File: src/rtl/vga_capture.sv
// rtl/vga_capture.sv - VGA pixel stream capture into RGB332 framebuffer byte writes
module vga_capture #(
    parameter int H           = 640,
    parameter int V           = 480,
    parameter int PIXEL_COUNT = 307200,
    parameter bit VS_POL      = 1'b1
) (
    input  logic        clk_pixel,
    input  logic        reset_n,
    input  logic        capture_en,
    input  logic        vs,
    input  logic        de,
    input  logic [7:0]  r,
    input  logic [7:0]  g,
    input  logic [7:0]  b,
    output logic        wr,
    output logic [31:0] addr,
    output logic [7:0]  data,
    output logic        frame_done,
    output logic        locked,
    output logic        err_line,
    output logic        err_frame
);

    typedef enum logic [1:0] {IDLE, SYNC, ACTIVE} state_t;

    state_t      state;
    state_t      state_next;
    logic        vs_d1;
    logic        vs_d2;
    logic        de_d1;
    logic        de_d2;
    logic [2:0]  r_d1;
    logic [2:0]  g_d1;
    logic [1:0]  b_d1;
    logic [31:0] addr_cnt;
    logic [31:0] line_cnt;
    logic [31:0] pix_cnt;
    logic        vs_act1;
    logic        vs_act2;
    logic        vs_lead;
    logic        vs_trail;
    logic        de_fall;
    logic        unused_bits;

    assign unused_bits = ^{r[4:0], g[4:0], b[5:0]};

    // vs registers reset to the inactive level so release never fakes a sync edge
    always_ff @(posedge clk_pixel or negedge reset_n) begin
        if (!reset_n) begin
            vs_d1 <= ~VS_POL;
            vs_d2 <= ~VS_POL;
            de_d1 <= 1'b0;
            de_d2 <= 1'b0;
            r_d1  <= '0;
            g_d1  <= '0;
            b_d1  <= '0;
        end else begin
            vs_d1 <= vs;
            vs_d2 <= vs_d1;
            de_d1 <= de;
            de_d2 <= de_d1;
            r_d1  <= r[7:5];
            g_d1  <= g[7:5];
            b_d1  <= b[7:6];
        end
    end

    assign vs_act1  = (vs_d1 == VS_POL);
    assign vs_act2  = (vs_d2 == VS_POL);
    assign vs_lead  = vs_act1 & ~vs_act2;
    assign vs_trail = ~vs_act1 & vs_act2;
    assign de_fall  = ~de_d1 & de_d2;

    always_ff @(posedge clk_pixel or negedge reset_n) begin
        if (!reset_n) begin
            state <= IDLE;
        end else begin
            state <= state_next;
        end
    end

    always_comb begin
        state_next = state;
        case (state)
            IDLE:    if (vs_lead && capture_en) state_next = SYNC;
            SYNC:    if (vs_trail) state_next = ACTIVE;
            ACTIVE:  if (vs_lead) state_next = capture_en ? SYNC : IDLE;
            default: state_next = IDLE;
        endcase
    end

    always_ff @(posedge clk_pixel or negedge reset_n) begin
        if (!reset_n) begin
            wr         <= 1'b0;
            addr       <= '0;
            data       <= '0;
            frame_done <= 1'b0;
            locked     <= 1'b0;
            err_line   <= 1'b0;
            err_frame  <= 1'b0;
            addr_cnt   <= '0;
            line_cnt   <= '0;
            pix_cnt    <= '0;
        end else begin
            wr         <= 1'b0;
            frame_done <= 1'b0;
            case (state)
                SYNC: begin
                    if (vs_trail) begin
                        addr_cnt  <= '0;
                        line_cnt  <= '0;
                        pix_cnt   <= '0;
                        err_line  <= 1'b0;
                        err_frame <= 1'b0;
                    end
                end
                ACTIVE: begin
                    // vsync edge takes priority over a pixel arriving in the same cycle
                    if (vs_lead) begin
                        if (line_cnt == 32'(V) && !err_line && !err_frame) begin
                            frame_done <= 1'b1;
                            locked     <= 1'b1;
                        end else begin
                            locked <= 1'b0;
                            if (line_cnt != 32'(V)) err_frame <= 1'b1;
                        end
                    end else if (de_d1) begin
                        if (addr_cnt < 32'(PIXEL_COUNT)) begin
                            wr   <= 1'b1;
                            addr <= addr_cnt;
                            data <= {r_d1, g_d1, b_d1};
                        end else begin
                            err_frame <= 1'b1;
                        end
                        if (addr_cnt != '1) addr_cnt <= addr_cnt + 32'd1;
                        pix_cnt <= pix_cnt + 32'd1;
                    end else if (de_fall) begin
                        line_cnt <= line_cnt + 32'd1;
                        if (pix_cnt != 32'(H)) err_line <= 1'b1;
                        pix_cnt <= '0;
                    end
                end
                default: ;
            endcase
        end
    end

endmodule

File: config.mk
export PLATFORM = sky130hd
export DESIGN_NAME = vga_capture
export DESIGN_NICKNAME = d
export VERILOG_FILES = /design/src/rtl/vga_capture.sv
export SDC_FILE = /design/constraint.sdc
export NUM_CORES = 1
export LEC_CHECK = 0
export BUFFER_PORTS_ARGS = -buffer_cell sky130_fd_sc_hd__buf_2
export CELL_PAD_IN_SITES_DETAIL_PLACEMENT = 2
export CELL_PAD_IN_SITES_GLOBAL_PLACEMENT = 2
export CORE_MARGIN = 5
export CORE_UTILIZATION = 30
export CTS_BUF_LIST = sky130_fd_sc_hd__clkbuf_8
export DETAILED_ROUTE_END_ITERATION = 16
export PLACE_DENSITY = 0.76
export REMOVE_ABC_BUFFERS = 1
export SYNTH_ARGS = -nofsm -noshare
export SYNTH_HDL_FRONTEND = slang
export SYNTH_SLANG_ARGS = --single-unit
File: constraint.sdc
create_clock -name clk_pixel -period 5.31 [get_ports clk_pixel]
set_clock_uncertainty 0.1 [all_clocks]
set_input_delay 0.2655 -clock clk_pixel [delete_from_list [all_inputs] [get_ports clk_pixel]]
set_output_delay 0.2655 -clock clk_pixel [all_outputs]
set_load 0.005 [all_outputs]
Word level (Yosys, flattened, before mapping)
Index checks and enable logic that the tools add are counted.
- add/sub/neg operators: 3
- order comparisons: 1
- equal/unequal tests: 20
- multiplexer cells: 37
- bitwise logic cells: 7
- reduce and logical (&&, ||, !) cells: 15
- operators with widths (operator ; count):
    32-bit two-way mux ; 10
    32-bit one-hot mux with 2 select lines ; 3
    32-bit by 1-bit adder with 32-bit output (second input constant) ; 3
    32-bit by 9-bit == test with 1-bit output (second input constant) ; 1
    32-bit by 19-bit less-than comparator with 1-bit output (second input constant) ; 1
    32-bit by 10-bit != test with 1-bit output (second input constant) ; 1
    32-bit != test (second input constant) ; 1
    32-bit by 9-bit != test with 1-bit output (second input constant) ; 1
    1-bit two-way mux ; 18
    2-bit != test (second input constant) ; 9
    3-bit != test (second input constant) ; 5
    6-bit AND reduction ; 2
    5-bit AND reduction ; 2
    4-bit AND reduction ; 2
    2-bit two-way mux ; 3
    2-bit one-hot mux with 3 select lines ; 1
    1-bit inverter ; 4
    1-bit one-hot mux with 2 select lines ; 2
    1-bit AND ; 3
    1-bit logical AND ; 3
    3-bit AND reduction ; 1
    2-bit by 1-bit == test with 1-bit output (second input constant) ; 1
    2-bit == test (second input constant) ; 1
    1-bit zero test ; 2
    3 further kinds ; 3
- bits in registers: 155
- input bits: 29
- output and inout bits: 45

Logic depth before layout (Yosys ltp)
Gate-level depths: netlist of run 1.
- depth after elaboration: 6
- gate-level depth with buffers: 8
- depth with buffers taken out: 7

Worst setup path after synthesis of run 1
No wires, ideal clock.
- path type: register to register
- start point: register addr_cnt[0]
- end point: register addr_cnt[30]
- setup time: 0.078 ns
- arrival: 2.316 ns
- slack: 2.816 ns
- cell stages (with the launch flop): 9
- cells stage by stage: dfrtp_1 ha_1 nand4_2 or3_1 buf_2 or4_1 buf_2 or3_1 a21oi_1
- cells in the longest elaborated chain, start to end: 5
- elaborated cells between the ends (all ways): 8
- classes of those cells: 1 x add/sub; 2 x eq/ne; 4 x mux; 1 x reduce/logical
- ends and longest elaborated chain (item ; line ; text):
    from (decl) ; 36 ; logic [31:0] addr_cnt;
    from (signal assigned) ; 136 ; if (addr_cnt != '1) addr_cnt <= addr_cnt + 32'd1;
    32-bit by 1-bit adder with 32-bit output ; 136 ;
    32-bit two-way mux ; 136 ;
    32-bit two-way mux ; 128 ; end else if (de_d1) begin
    32-bit two-way mux ; 120 ; if (vs_lead) begin
    32-bit one-hot mux with 2 select lines ; 108 ; case (state)
Parallel ways exist; a longest one is shown, timed or not. The select of a mux whose other input is x is not followed.
A chain may end at the register's enable or synchronous reset.

Worst setup path in the final report of run 1
- start point: register state[1]
- end point: register line_cnt[24]
- cells in the longest elaborated chain, start to end: 3
- elaborated cells between the ends (all ways): 9
- classes of those cells: 6 x eq/ne; 1 x mux; 2 x reduce/logical
- ends and longest elaborated chain (item ; line ; text):
    from (decl) ; 27 ; state_t state;
    from (signal assigned) ; 79 ; state <= state_next;
    2-bit == test or 2-bit by 1-bit == test with 1-bit output (tied branches) ; 108 ;
    2-bit != test (no line) or 2-bit nonzero test (tied branches) ; n/a ;
    5-bit AND reduction (no line) ; n/a ;
    to (signal assigned) ; 139 ; line_cnt <= line_cnt + 32'd1;
    to (decl) ; 37 ; logic [31:0] line_cnt;
Parallel ways exist; a longest one is shown, timed or not.

==> results_dict.tcl, run 1 <==
set metrics [dict create \
    worstPathMaxFanout 56 \
    first_pass_iters 4 \
    cts.sinks 155 \
    die_area_sq_um 27800 \
    finish.utilization 0.353 \
    ys_ff_latch 155 \
    maxCapViolations 0 \
    fp.dieW_um 167 \
    numPortBuffers 57 \
    grt-ovfl-total 0 \
    hold_viol 0 \
    report.final.slew_viol_count 0 \
    netlist_area_sq_um 7370 \
    dp_hpwl_um 13700 \
    worst_slew_pin_slew_ns 1.03 \
    insertion_delay_ns 0.48 \
    grt_pass1_wl_um 34800 \
    synth_edf_count 0 \
    crit_arrival_ns 3.54 \
    swShare 0.310 \
    cts_root_buf "clkbuf_8" \
    syn_inst 725 \
    p_switching_w 0.000803 \
    slew_headroom 0.312 \
    drive_gt1_frac 0.171 \
    totalWireLength_um 20500 \
    powerDensity_nw_per_um2 303 \
    p_seq_frac 0.508 \
    htree_num_levels 4 \
    grt_use_total 0.151 \
    synth_cell_types 55 \
    p_leak_nw 3.78 \
    clock_path_buffers 2 \
    path_class "reg2reg" \
    p_int_w 0.00179 \
    drc_errors 0 \
    num_vias 5968 \
    fp.dieH_um 167 \
    cts_tree "done" \
    core-area_sq_um 24200 \
    crit_path_end_kind "flip-flop" \
    required_ns 5.61 \
    ant_nets 0 \
    post-route-min-period_ns 3.24 \
    wl_per_cell_um 18.3 \
    p_clk_frac 0.372 \
    setup_viol 0 \
    drtIter0Drc 174 \
    ctsResizeCount 0 \
    rsz0062_at_grt "false" \
    postCtsSetupBuffers 0 \
    combPwrFrac 0.120 \
    cts_made_buffers 17 \
    syn_area_per_cell_sq_um 10.2 \
    hold_class "in2reg" \
    status "completed" \
    mostFrequentLayoutCells "dfrtp_1 (155), nor2_1 (65), nand2_1 (58), buf_2 (56), nand4_1 (40)" \
    place.gp.congestion 0.747 \
    max-vdd-ir-drop_mv 0.206 \
    row_count 57 \
    final_nets 818 \
    ys.warnings.count 0 \
    power_w 0.00259 \
    antenna_cells 0 \
    ys.flop_type "dfrtp_1" \
    viasPerCell 5.32 \
    max_freq_mhz 308 \
    pin_count 74 \
    synthArstFlopShare 1.00 \
    start_util 0.304 \
    clk_pin_slew_ns 0.10 \
    grt_max_degree 107 \
    yosysSeqAreaShare 0.526 \
    cp-start-kind "flip-flop" \
    syn2layout_area_growth_pct 16.1 \
    antenna_found_initial 0 \
    fin_crit_sh 0.611 \
    final_common_cell "dfrtp_1" \
    first_global_vias 6643 \
]
[worst max-delay path: stages (launching register included)]
cell      delay (ns)
dfrtp_1         0.45
nor4bb_4        0.29
buf_4           0.55
a41o_1          0.49
nand3_1         0.54
or4_1           0.62
o21ai_0         0.08
[state kept, by name (all words and copies together) (netlist names), 3 cells and up]
register	count
pix_cnt	32
r_d1	3
addr	32
g_d1	3
addr_cnt	32
line_cnt	32
data	8
[routing by layer]
| layer | vias to the layer above | track usage | routed length [um] |
|---|---|---|---|
| met2 | 51 | 0.267 | 10500 |
| met4 | 0 | 0.0334 | 137 |
| met1 | 3129 | 0.190 | 9280 |
| met3 | 11 | 0.0311 | 545 |
| met5 | - | 0 | 0 |
| li1 | 2777 | - | - |
[power groups by stage]
stage          combinational, W  sequential [W]  clock [W]
6_report               0.000312         0.00132   0.000965
5_1_grt                0.000353         0.00133    0.00104
4_1_cts                0.000323         0.00132   0.000992
3_5_place_dp           0.000313         0.00134          0
3_3_place_gp           0.000296         0.00134          0
2_1_floorplan          0.000150         0.00133          0
[synthesized netlist by cell type, drive strengths merged, types with 4 or more instances]
master	count	area [sq um]
or4	19	143
nor2	65	244
nand2	58	218
and2	6	37.5
mux2	28	315
o211ai	7	52.6
nand4	41	263
nor4b	6	52.6
nand2b	7	43.8
mux2i	5	50.1
nand3	37	185
clkbuf	25	95.1
o21ai	28	140
a21oi	32	160
dfrtp	155	3880
ha	5	62.6
buf	12	51.3
inv	12	45.0
nor2b	16	100
xor2	23	201
and3	7	43.8
o31ai	10	75.1
and4	14	123
a21o	4	30.0
nor3	7	40.0
or3	21	131
xnor2	15	131
nor4	25	156
[through the flow]
stage	TNS, ns	setup slack (ns)	hold slack (ns)	cell area [sq um]	cells
after floorplan	-48.41	-1.13	-0.130	7220	688
after global placement	0	2.11	0.273	8000	1077
after detailed placement	0	2.00	0.276	8000	1077
after CTS	0	2.00	0.289	8550	1121
after global routing	0	1.78	0.300	8550	1121
final	0	2.07	0.332	8550	1121
[kinds of logic after synthesis]
kind of cell             after synthesis  share of synthesized area
AND/OR/NAND/NOR                      338                      0.252
flip-flops                           155                      0.526
AO/OA/AOI/OAI                        107                     0.0919
buffers and inverters                 49                     0.0260
XOR/XNOR                              38                     0.0452
multiplexers                          33                     0.0496
adder cells (fa/ha/maj)                5                    0.00849
[worst paths after layout]
| check | startpoint | end | slack [ns] | cells past startpoint |
|---|---|---|---|---|
| min reg2reg | b_d1[1] | data[1] | 0.38 | 1 |
| max reg2reg | state[1] | line_cnt[24] | 2.07 | 6 |
| max in group asynchronous | reset_n | line_cnt[0] | 3.42 | 3 |
| min in group asynchronous | reset_n | line_cnt[26] | 0.39 | 2 |
| max | state[1] | line_cnt[24] | 2.07 | 6 |
| min | r[6] | r_d1[1] | 0.33 | 2 |
[area by class of cell]
type,instances,area [sq um]
inverter,12,45.0
clock buffer,17,234
multi-input combinational,521,3320
tap,324,405
sequential,155,3880
fill,2671,15700
clock inverter,15,195
timing repair buffer,77,472
[what timing repair did]
item	in CTS	in global routing
hold endpoints to repair	116	0
hold buffers	12	0
setup endpoints to repair	0	0
Note: power is estimated with default switching activity, not from simulation.
==> inputs of run 2 (changes only) <==
PLACE_DENSITY = 0.78   (was 0.76)
clock period = 2.7 ns   (was 5.31 ns; I/O delays follow)
==> run 2 against run 1 <==
Final cell count increased by 3.4%. First-iteration DRC count increased by 19%. Critical path depth unchanged. Utilization up 1.3 points. Total power rose by 96%. Sequential cell count unchanged. Critical path type unchanged. Critical endpoint is now addr_cnt[30]. Highest routed layer unchanged.
==> results_dict.tcl, run 2 (synthesis results as in run 1) <==
set metrics [dict create \
    multiInputGateArea_sq_um 3350 \
    p_int_w 0.00345 \
    hold_viol 0 \
    fp.dieW_um 167 \
    cts_root_buf "clkbuf_8" \
    dpl_worst_slack_ns 0.113 \
    ant_nets 0 \
    swShare 0.319 \
    post-route-min-period_ns 2.56 \
    final_cells 1159 \
    placedCellCount 1115 \
    row_count 57 \
    antenna_cells 0 \
    num_vias 6131 \
    crit_path_end_kind "flip-flop" \
    setup_viol 0 \
    final_nets 856 \
    worst_slew_pin_slew_ns 0.720 \
    grt_max_degree 70 \
    clock_path_buffers 2 \
    final_common_cell "dfrtp_1" \
    slew_headroom 0.520 \
    numPortBuffers 57 \
    report.final.slew_viol_count 0 \
    cp-start-kind "flip-flop" \
    fin_ws_ns 0.142 \
    cts_tree "done" \
    pin_count 74 \
    maxCapViolations 0 \
    wl_per_cell_um 18.9 \
    powerDensity_nw_per_um2 573 \
    drtIter0Drc 207 \
    finish.utilization 0.365 \
    cts_made_buffers 17 \
    required_ns 2.98 \
    place.gp.congestion 0.765 \
    path_class "reg2reg" \
    place_area_sq_um 8290 \
    first_global_vias 6759 \
    final_area_sq_um 8860 \
    max_freq_mhz 391 \
    worstPathMaxFanout 7 \
    hold_class "in2async" \
    totalWireLength_um 21900 \
    rsz0062_at_grt "false" \
    die_area_sq_um 27800 \
    seq_area_sq_um 3880 \
    cts.sinks 155 \
    p_clk_frac 0.359 \
    drive_gt1_frac 0.216 \
    fp.dieH_um 167 \
    clk_pin_slew_ns 0.11 \
    antenna_found_initial 0 \
    max-vdd-ir-drop_mv 0.368 \
    p_switching_w 0.00162 \
    viasPerCell 5.29 \
    fin_crit_sh 0.947 \
    first_pass_iters 4 \
    combPwrFrac 0.131 \
    power_w 0.00507 \
    grt-ovfl-total 0 \
    p_seq_frac 0.510 \
    mostFrequentLayoutCells "dfrtp_1 (155), nor2_1 (65), nand2_1 (58), buf_2 (56), buf_4 (45)" \
    status "completed" \
    postCtsSetupBuffers 0 \
    syn2layout_area_growth_pct 20.2 \
    core-area_sq_um 24200 \
    insertion_delay_ns 0.47 \
    htree_num_levels 4 \
    crit_arrival_ns 2.84 \
    drc_errors 0 \
    fill_cells 2708 \
    dp_hpwl_um 14900 \
    start_util 0.304 \
    grt_use_total 0.160 \
    grt_pass1_wl_um 36700 \
    p_leak_nw 3.96 \
]
## run 2: cell type report
cell class / instances / area share
flip-flops and latches: 155 / 0.438
clock inverters: 15 / 0.0196
multi-input cells: 521 / 0.378
well taps: 324 / 0.0458
inverters: 12 / 0.00509
clock buffers: 17 / 0.0264
repair buffers: 115 / 0.0869
## run 2: per-layer routing
metal  vias to the layer above  GRT usage  routed length [um]
li1                       2862          -                   -
met1                      3192      0.209               10200
met2                        63      0.277               10900
met3                        14     0.0329                 617
met4                         0     0.0317                 177
met5                         -          0                   0
## run 2: timing repair
action                                 CTS  global route
resized for setup                        1             6
hold buffers                            12             0
setup endpoints to repair                1            11
endpoints found under the hold margin   75             0
## run 2: worst max-delay path, stage by stage, from the launching register on
cell and delay, ns:
dfrtp_1 0.44, ha_1 0.25, nand4_2 0.12, or3_1 0.47, or4_4 0.61, or3_1 0.32, a21oi_1 0.15
## run 2: metrics by stage
stage / setup TNS (ns) / hold slack, ns
2_1_floorplan: -278.66 / -0.261
5_1_grt: 0 / 0.173
3_3_place_gp: 0 / 0.0958
6_report: 0 / 0.135
3_5_place_dp: 0 / 0.0983
4_1_cts: 0 / 0.149
## run 2: power groups by stage
stage	Sequential [W]	Combinational, W	Clock, W
floorplan	0.00261	0.000295	0
CTS	0.00259	0.000678	0.00188
detailed placement	0.00263	0.000655	0
global placement	0.00261	0.000628	0
finish	0.00259	0.000665	0.00182
global route	0.00261	0.000738	0.00199
## run 2: final timing paths
path / depth (start not counted) / slack, ns / startpoint / endpoint
worst max-delay path: 6 / 0.14 / addr_cnt[1] / addr_cnt[30]
worst min-delay path: 2 / 0.14 / reset_n / frame_done
worst max register to register: 6 / 0.14 / addr_cnt[1] / addr_cnt[30]
worst min register to register: 1 / 0.39 / g_d1[2] / data[4]
max in group asynchronous: 3 / 1.50 / reset_n / addr_cnt[31]
min in group clk_pixel: 2 / 0.20 / b[7] / b_d1[1]
==> inputs of run 3 (changes only) <==
CORE_UTILIZATION = 36   (was 30)
PLACE_DENSITY = unset   (was 0.78)
PLACE_DENSITY_LB_ADDON = 0.12   (was unset)
==> run 3 against run 2 <==
Non-clock buffer count shrank 10. Total power hardly changed. Sequential share of layout area up 0.66 points. Sequential cell count unchanged. Sequential power barely moved. Via count is 1.2% lower. Clock power about the same. Clock-buffer cell count did not move. Critical path type unchanged. Maximum frequency fell by 0.49%. Worst setup slack lost 0.013 ns.
==> results_dict.tcl, run 3 (synthesis results as in run 1) <==
set metrics [dict create \
    status "completed" \
    rr_worst_depth 6 \
    start_util 0.365 \
    power_w 0.00508 \
    drc_errors 0 \
    pin_count 74 \
    required_ns 2.99 \
    hold_viol 0 \
    final_nets 846 \
    crit_chain "ha_1 > nand4_2 > or3_1 > or4_4 > or3_1 > a21oi_1" \
    die_area_sq_um 23400 \
    hold_class "in2async" \
    swShare 0.317 \
    totalWireLength_um 21300 \
    syn2layout_area_growth_pct 18.4 \
    top_layer "met4" \
    crit_arrival_ns 2.86 \
    cp-start-kind "flip-flop" \
    grt_use_total 0.187 \
    antenna_found_initial 0 \
    powerDensity_nw_per_um2 582 \
    crit_family "simple AND/OR/NAND/NOR gates" \
    num_vias 6060 \
    wl_per_cell_um 19.4 \
    critPathMostFrequentCell "or3_1" \
    drtIter0Drc 213 \
    grt-ovfl-total 0 \
    p_clk_frac 0.361 \
    ant_nets 0 \
    clk_pin_slew_ns 0.10 \
    place_area_sq_um 8140 \
    slowest_delay_ns 0.62 \
    place.gp.congestion 0.809 \
    mostFrequentLayoutCells "dfrtp_1 (155), nor2_1 (65), nand2_1 (58), buf_2 (56), nand4_1 (40)" \
    fill_cells 2159 \
    final_common_cell "dfrtp_1" \
    report.final.slew_viol_count 0 \
    p_seq_frac 0.508 \
    worst-path-buf-inv 0 \
    cts.sinks 155 \
    fp.dieW_um 153 \
    cts_made_buffers 17 \
    first_global_vias 6817 \
    antenna_cells 0 \
    met3_length_um 516 \
    rrSetupSlack_ns 0.13 \
    core-area_sq_um 20200 \
    first_pass_iters 4 \
    p_leak_nw 3.93 \
    post-route-min-period_ns 2.57 \
    timing.rr.end "addr_cnt[26]" \
    drive_gt1_frac 0.205 \
    dp_hpwl_um 15000 \
    worstPathMaxFanout 7 \
    maxCapViolations 0 \
    cpMaxStageDelayCell "or4_4" \
    insertion_delay_ns 0.47 \
    cts_root_buf "clkbuf_8" \
    path_class "reg2reg" \
    rsz0062_at_grt "false" \
    slew_headroom 0.583 \
    viasPerCell 5.53 \
    rr_startpoint "addr_cnt[1]" \
    grt_pass1_wl_um 36100 \
    crit_path_end_kind "flip-flop" \
    wl_met1_um 9620 \
    cts_tree "done" \
    clock_path_buffers 2 \
    grt_max_degree 59 \
    fp.dieH_um 153 \
    numPortBuffers 57 \
    combPwrFrac 0.130 \
    p_switching_w 0.00161 \
    row_count 52 \
    met2_wirelength_um 10900 \
    final_area_sq_um 8730 \
    max-vdd-ir-drop_mv 0.315 \
    worst_slew_pin_slew_ns 0.625 \
    p_int_w 0.00347 \
    max_freq_mhz 389 \
    htree_num_levels 4 \
    setup_viol 0 \
    fin_crit_sh 0.952 \
]
-- run 3: changes by cell type in the layout (fill, tap and decap cells not counted), moves of 2 or more --
| cell | change |
|---|---|
| buf_4 | -10 |
| clkinv_8 | +3 |
| clkinvlp_4 | -2 |
| inv_6 | +2 |
| inv_8 | -2 |
| nor4_1 | +3 |
| nor4_2 | -3 |
-- run 3: cell type report --
type / count / area [sq um] / area share
multi-input combinational: 521 / 3340 / 0.383
clock inverter: 15 / 194 / 0.0222
timing repair buffer: 105 / 694 / 0.0796
inverter: 12 / 45.0 / 0.00516
sequential: 155 / 3880 / 0.445
clock buffer: 17 / 234 / 0.0268
tap: 270 / 338 / 0.0387
-- run 3: what timing repair did --
action	4_1_cts	5_1_grt
gates resized for setup	0	6
hold buffers	12	0
endpoints found under the hold margin	65	0
setup buffers	0	1
setup endpoints to repair	0	20
-- run 3: how the worst max path moves through the flow --
stage	start	to	slack [ns]	cells after the start
floorplan	vs_act1	line_cnt[18]	-3.74	5
global placement	state[1]	pix_cnt[26]	0.18	6
detailed placement	addr_cnt[1]	addr_cnt[26]	0.07	6
CTS	addr_cnt[1]	addr_cnt[30]	0.04	6
global route	addr_cnt[1]	addr_cnt[26]	0.01	6
finish	addr_cnt[1]	addr_cnt[26]	0.13	6
-- run 3: power by group through the flow --
| stage | combinational, W | clock, W | sequential (W) |
|---|---|---|---|
| global placement | 0.000631 | 0 | 0.00261 |
| detailed placement | 0.000658 | 0 | 0.00263 |
| CTS | 0.000678 | 0.00189 | 0.00258 |
| floorplan | 0.000295 | 0 | 0.00261 |
| global route | 0.000740 | 0.00200 | 0.00261 |
| finish | 0.000660 | 0.00183 | 0.00258 |
-- run 3: metrics by stage --
stage	instances	hold WS (ns)	setup TNS, ns	util	setup WS (ns)
global placement	1050	0.0389	0	0.404	0.175
CTS	1094	0.104	0	0.431	0.0379
floorplan	688	-0.261	-278.66	-	-3.74
finish	1095	0.0874	0	0.433	0.130
detailed placement	1050	0.0425	0	0.404	0.0650
global route	1095	0.127	0	0.433	0.0118
-- run 3: per-layer routing --
layer | vias to the layer above | track usage
li1 | 2829 | -
met1 | 3159 | 0.239
met2 | 55 | 0.331
met3 | 17 | 0.0351
met4 | 0 | 0.0441
met5 | - | 0
